`src/rtl/uart_tx_frame.sv`:
```
// uart_tx_frame: valid/ready UART transmit framer with internal baud divider.
// Optional line-break generation is enabled with `define UART_TX_BREAK_EN.
module uart_tx_frame #(
  parameter int BAUD_DIV    = 5208,
  parameter int DATA_BITS   = 8,
  parameter int PARITY_MODE = 0,
  parameter int STOP_BITS   = 1
) (
  input  logic                 clk,
  input  logic                 rst_n,
  input  logic [DATA_BITS-1:0] tx_data,
  input  logic                 tx_valid,
`ifdef UART_TX_BREAK_EN
  input  logic                 brk_req,
`endif
  output logic                 tx_ready,
  output logic                 tx,
  output logic                 busy,
  output logic                 done
);
  localparam int CW = $clog2(BAUD_DIV);
  generate
    if (BAUD_DIV < 2 || DATA_BITS < 5 || DATA_BITS > 9 || PARITY_MODE < 0 || PARITY_MODE > 2 ||
        STOP_BITS < 1 || STOP_BITS > 2) begin : g_bad_param
      $error("uart_tx_frame: illegal parameter value");
    end
  endgenerate
`ifdef UART_TX_BREAK_EN
  typedef enum logic [2:0] {IDLE, START, DATA, PARITY, STOP, BRK, MARK} state_t;
`else
  typedef enum logic [2:0] {IDLE, START, DATA, PARITY, STOP} state_t;
`endif
  state_t               state, state_n;
  logic [CW-1:0]        cnt, cnt_n;
  logic [3:0]           bits, bits_n;
  logic [DATA_BITS-1:0] shift, shift_n;
  logic                 par, par_n, tx_n, done_n, bit_end, accept;
  assign tx_ready = state == IDLE;
  assign busy     = state != IDLE;
  assign accept   = tx_valid & tx_ready;
  assign bit_end  = cnt == CW'(BAUD_DIV - 1);
  always_comb begin
    state_n = state;
    cnt_n   = bit_end ? '0 : cnt + 1'b1;
    bits_n  = bits;
    shift_n = shift;
    par_n   = par;
    tx_n    = tx;
    done_n  = 1'b0;
    case (state)
      IDLE: begin
        cnt_n = '0;
        if (accept) begin
          state_n = START;
          shift_n = tx_data;
          par_n   = ^tx_data ^ 1'(PARITY_MODE == 1);
          bits_n  = '0;
          tx_n    = 1'b0;
        end
`ifdef UART_TX_BREAK_EN
        else if (brk_req) begin
          state_n = BRK;
          tx_n    = 1'b0;
        end
`endif
      end
      START: if (bit_end) begin
        state_n = DATA;
        tx_n    = shift[0];
      end
      DATA: if (bit_end) begin
        shift_n = shift >> 1;
        if (bits == 4'(DATA_BITS - 1)) begin
          bits_n  = '0;
          state_n = PARITY_MODE != 0 ? PARITY : STOP;
          tx_n    = PARITY_MODE != 0 ? par : 1'b1;
        end else begin
          bits_n = bits + 1'b1;
          tx_n   = shift[1];
        end
      end
      PARITY: if (bit_end) begin
        state_n = STOP;
        tx_n    = 1'b1;
      end
      STOP: if (bit_end) begin
        bits_n  = bits == 4'(STOP_BITS - 1) ? '0 : bits + 1'b1;
        state_n = bits == 4'(STOP_BITS - 1) ? IDLE : STOP;
        done_n  = bits == 4'(STOP_BITS - 1);
      end
`ifdef UART_TX_BREAK_EN
      BRK: begin
        cnt_n = '0;
        if (!brk_req) begin
          state_n = MARK;
          tx_n    = 1'b1;
        end
      end
      MARK: if (bit_end) state_n = IDLE;
`endif
      default: begin
        state_n = IDLE;
        tx_n    = 1'b1;
      end
    endcase
  end
  always_ff @(posedge clk or negedge rst_n) begin
    if (!rst_n) begin
      state <= IDLE;
      cnt   <= '0;
      bits  <= '0;
      shift <= '0;
      par   <= 1'b0;
      tx    <= 1'b1;
      done  <= 1'b0;
    end else begin
      state <= state_n;
      cnt   <= cnt_n;
      bits  <= bits_n;
      shift <= shift_n;
      par   <= par_n;
      tx    <= tx_n;
      done  <= done_n;
    end
  end
endmodule

```
`config.mk`:
```
export PLATFORM = sky130hd
export DESIGN_NAME = uart_tx_frame
export DESIGN_NICKNAME = d
export VERILOG_FILES = /design/src/rtl/uart_tx_frame.sv
export SDC_FILE = /design/constraint.sdc
export NUM_CORES = 1
export LEC_CHECK = 0
export CAP_MARGIN = 0
export CORE_ASPECT_RATIO = 0.7
export CORE_UTILIZATION = 25
export DETAILED_ROUTE_END_ITERATION = 8
export PLACE_DENSITY = 0.53
export SLEW_MARGIN = 20
export SYNTH_ARGS = -nofsm -noshare
export SYNTH_HDL_FRONTEND = slang
export SYNTH_SLANG_ARGS = --single-unit
```
`constraint.sdc`:
```
create_clock -name clk -period 1.9 [get_ports clk]
set_input_delay 0.475 -clock clk [delete_from_list [all_inputs] [get_ports clk]]
set_output_delay 0.475 -clock clk [all_outputs]
set_load 0.01 [all_outputs]
```
==> parameters.txt, run 1 <==
Parameter                              Value

Outcome
  Outcome    complete, no violations

Floorplan
  Number of placement rows    24
  Effective utilization at floorplan    about a quarter
  Die outline width    99.6 um
  Die Span Y    roughly 70 um
  Core Region    0.00634 mm2
  I/O pin cnt    15
  Area enclosed by the die boundary    0.00700 mm2

Synth
  Count of synthesis-stage warnings from yosys    0
  Number of distinct library cell variants in the gate-level netlist after synthesis    43
  Synth Area in Compound Gates    a little over a tenth
  Synthesized cell area    0.00167 mm2
  Number of enable-type register cells in the synthesized netlist    0
  Synth Area in Simple Gates    27.0%
  Multiplexer fraction of the synthesized cell area    under 10%
  Adder-cell share of the synthesized area    2.25%
  Synth Register Bits    30
  Dominant combinational cell family by area after synthesis    simple AND/OR/NAND/NOR gates
  Net count of the mapped netlist    187
  Async SR Flop Fraction    100%
  Commonest register cell after synthesis    sky130_fd_sc_hd__dfrtp_1
  Post-Synthesis Cells    173
  Sequential area share after synthesis    a little under half
  Xor-xnor portion of the synthesized cell area    5.79%
  Post-synthesis area per instance    9.63 um2

Clock network
  Number of buffers inserted by hold repair at cts    0
  Insertion delay of the later-clocked pin in the worst-skew pair    0.29 ns
  Clock-pin transition on the worst setup and hold timing paths    0.06 ns
  Clock sinks    30
  Clock Tree Buf Depth    2
  Inserted Clock Buffers    5
  Buffer type at the clock tree root    sky130_fd_sc_hd__clkbuf_8
  TritonCTS clock tree    yes
  H-Tree Depth    2

Drt
  Total DRC errors in the routed layout    0
  Number of DRC markers after the initial detailed-route iteration    88
  Detail-routed net length per standard cell    11.3 um
  Number of vias per cell    4.46
  WL final    3.52 mm
  Total number of vias    1388
  Antenna viol nets, final    0
  First-pass iteration count of the detailed router    4

Setup path
  Worst Setup Path Type    flop to flop
  CP endpoint kind    flop
  Arrival time reported for the critical path endpoint    2.01 ns
  Required arrival time at the worst endpoint    2.07 ns
  Crit Path Max Fanout    8
  Startpoint class of the critical path    flop

Global routing
  Vias in the first global route    1298
  Maximum number of pins on one net before global-route repair    31
  Total gr overflow    0
  Total Routing Usage GR    11.2%
  Initial antenna violation count    0
  Wire length of the first global-routing pass    just over 6 mm

Timing
  Portion of the clock cycle consumed by the worst path in the final layout    a little over nine tenths
  Shortest clock period the worst path allows after layout    about 1.8 ns
  Slew Limit Headroom    68.6%
  Total setup violations reported at the end of the flow    0
  Clock skew after layout    0.00745 ns
  Final-report hold violation count    0
  RSZ-0062 raised after global routing    true
  Highest attainable clock frequency    0.542 GHz
  Worst slew pin tran    between 0.4 and 0.5 ns
  Final Slew Violations    0

Power and ir drop
  Leakage power total    0.965 nW
  Total power per unit cell area    550 mW/mm2
  Worst-case vdd ir drop    roughly 190 uV
  PnR Total Power    0.00124 W

Finish
  Diodes inserted    0
  Filler Cell Count    646
  Synthesis-to-layout area growth    35.3%
  Post-layout instance area    0.00225 mm2
  Final layout net count    approximately 230
  Share of post-route cells with drive strength above 1    approximately 28%

Placement
  Final estimated routing congestion in global placement    0.756
  Placed cell area    0.00212 mm2
  Number of input and output port buffers inserted    14
  Post-detailed-placement half-perimeter wirelength    2.63 mm

Flow run
  Max_cap viols    0

Worst hold path
  Path type of the worst min-delay path    flop to flop
where the power goes:
part | switching [W] | leakage (nW) | internal [W]
sequential | 0.00000422 | 0.372 | 0.000648
clock | 0.000240 | 0.0482 | 0.000292
combinational | 0.0000242 | 0.545 | 0.0000312
cells in the mapped netlist, types with 3 or more instances:
| cell type | instances | area share [%] |
|---|---|---|
| sky130_fd_sc_hd__ha_1 | 3 | 2.3 |
| sky130_fd_sc_hd__nand3_1 | 6 | 1.8 |
| sky130_fd_sc_hd__o22ai_1 | 3 | 1.1 |
| sky130_fd_sc_hd__nor3_1 | 3 | 0.90 |
| sky130_fd_sc_hd__nor3b_1 | 4 | 1.8 |
| sky130_fd_sc_hd__inv_1 | 7 | 1.6 |
| sky130_fd_sc_hd__dfrtp_1 | 29 | 44 |
| sky130_fd_sc_hd__a21oi_1 | 5 | 1.5 |
| sky130_fd_sc_hd__clkbuf_1 | 5 | 1.1 |
| sky130_fd_sc_hd__o21ai_0 | 5 | 1.5 |
| sky130_fd_sc_hd__mux2_2 | 7 | 4.7 |
| sky130_fd_sc_hd__xnor2_1 | 9 | 4.7 |
| sky130_fd_sc_hd__nand2_1 | 26 | 5.9 |
| sky130_fd_sc_hd__nor4_1 | 6 | 2.3 |
| sky130_fd_sc_hd__nor2_1 | 17 | 3.8 |
final timing paths:
path,from,endpoint,slack (ns),depth (start not counted)
worst max-delay path,cnt[3]$_DFF_PN0_,shift[6]$_DFFE_PN0P_,0.05,5
worst min-delay path,tx$_DFFE_PN1P_,tx$_DFFE_PN1P_,0.51,1
worst max register to register,cnt[3]$_DFF_PN0_,shift[6]$_DFFE_PN0P_,0.05,5
worst min register to register,tx$_DFFE_PN1P_,tx$_DFFE_PN1P_,0.51,1
max in group asynchronous,rst_n,tx$_DFFE_PN1P_,1.00,2
min in group asynchronous,rst_n,cnt[10]$_DFF_PN0_,0.58,2
critical path: stages, from the launching register on:
cell	delay (ns)
sky130_fd_sc_hd__dfrtp_1	0.41
sky130_fd_sc_hd__nor4b_4	0.36
sky130_fd_sc_hd__nand3_4	0.14
sky130_fd_sc_hd__a2111oi_4	0.31
sky130_fd_sc_hd__buf_6	0.18
sky130_fd_sc_hd__mux2_2	0.33
registers in the layout, summed over array words and instances, names as in the netlist:
signal,flops
done,1
shift,8
cnt,13
bits,4
state,3
tx,1
metal layers:
layer | share of wire, % | track usage (%) | routed length [um]
met3 | 2.7 | 2.10 | 96
met5 | 0 | 0 | 0
met2 | 41 | 15.0 | 1440
met1 | 54 | 16.6 | 1910
met4 | 2.2 | 5.88 | 76
cells in the final DEF, fill, tap and decap left out, drive strengths merged, types with 2 or more instances in the layout:
master,count
a31oi,2
a21oi,5
and3,3
nor3b,4
o22ai,3
or3,2
xnor2,9
dfrtp,29
mux2,7
nor4,6
mux2i,2
clkdlybuf4s50,12
or3b,2
dlygate4sd2,2
nand2,26
nor2,17
clkbuf,7
nor3,3
ha,3
xor2,2
a21o,2
buf,31
nor4b,2
nand4,2
nand3,7
inv,7
o21ai,5
nand2b,2
nand3b,2
stage by stage:
step           hold WS (ns)  worst slack (ns)  TNS [ns]  utilization, %  std cells
2_1_floorplan         0.179            -0.127    -0.891               -        173
3_3_place_gp          0.489            -0.120    -0.979            33.5        302
3_5_place_dp          0.498            -0.120     -1.07            33.5        302
4_1_cts               0.515           0.00208         0            35.0        310
5_1_grt               0.528           -0.0331    -0.180            35.6        311
6_report              0.512            0.0539         0            35.6        311
layout make-up:
| type | instances | area (um2) | area share, % |
|---|---|---|---|
| well taps | 91 | 114 | 5.05 |
| clock buffers | 7 | 86.3 | 3.83 |
| repair buffers | 45 | 374 | 16.6 |
| clock inverters | 1 | 5.00 | 0.222 |
| multi-input cells | 130 | 896 | 39.8 |
| flip-flops and latches | 30 | 752 | 33.4 |
| inverters | 7 | 26.3 | 1.17 |
cells by family (layout without fill, tap and decap cells):
kind of cell	Yosys count	after routing
muxes	9	9
xor gates and xnor gates	11	11
buffers and inverters	13	60
adders and majority gates	3	3
and+or+nand+nor	82	82
DFF	30	30
AOI/OAI and AO/OA	25	25
timing repair:
| item | CTS | global route |
|---|---|---|
| endpoints found under the hold margin | 0 | 0 |
| endpoints found under the setup margin | 3 | 12 |
| gates resized for setup | 3 | 6 |
| pin swaps | 1 | 2 |
| setup buffers | 0 | 1 |
(Power assumes the default switching activity.)
==> run 2: changes to the inputs <==
--- a/config.mk
+++ b/config.mk
@@ -10,7 +10,7 @@
 export CORE_UTILIZATION = 25
 export DETAILED_ROUTE_END_ITERATION = 8
 export PLACE_DENSITY = 0.53
-export SLEW_MARGIN = 20
+export SLEW_MARGIN = 10
 export SYNTH_ARGS = -nofsm -noshare
 export SYNTH_HDL_FRONTEND = slang
 export SYNTH_SLANG_ARGS = --single-unit
==> results of run 2 <==
Final layout, timing and power as in run 1 (identical DEF).
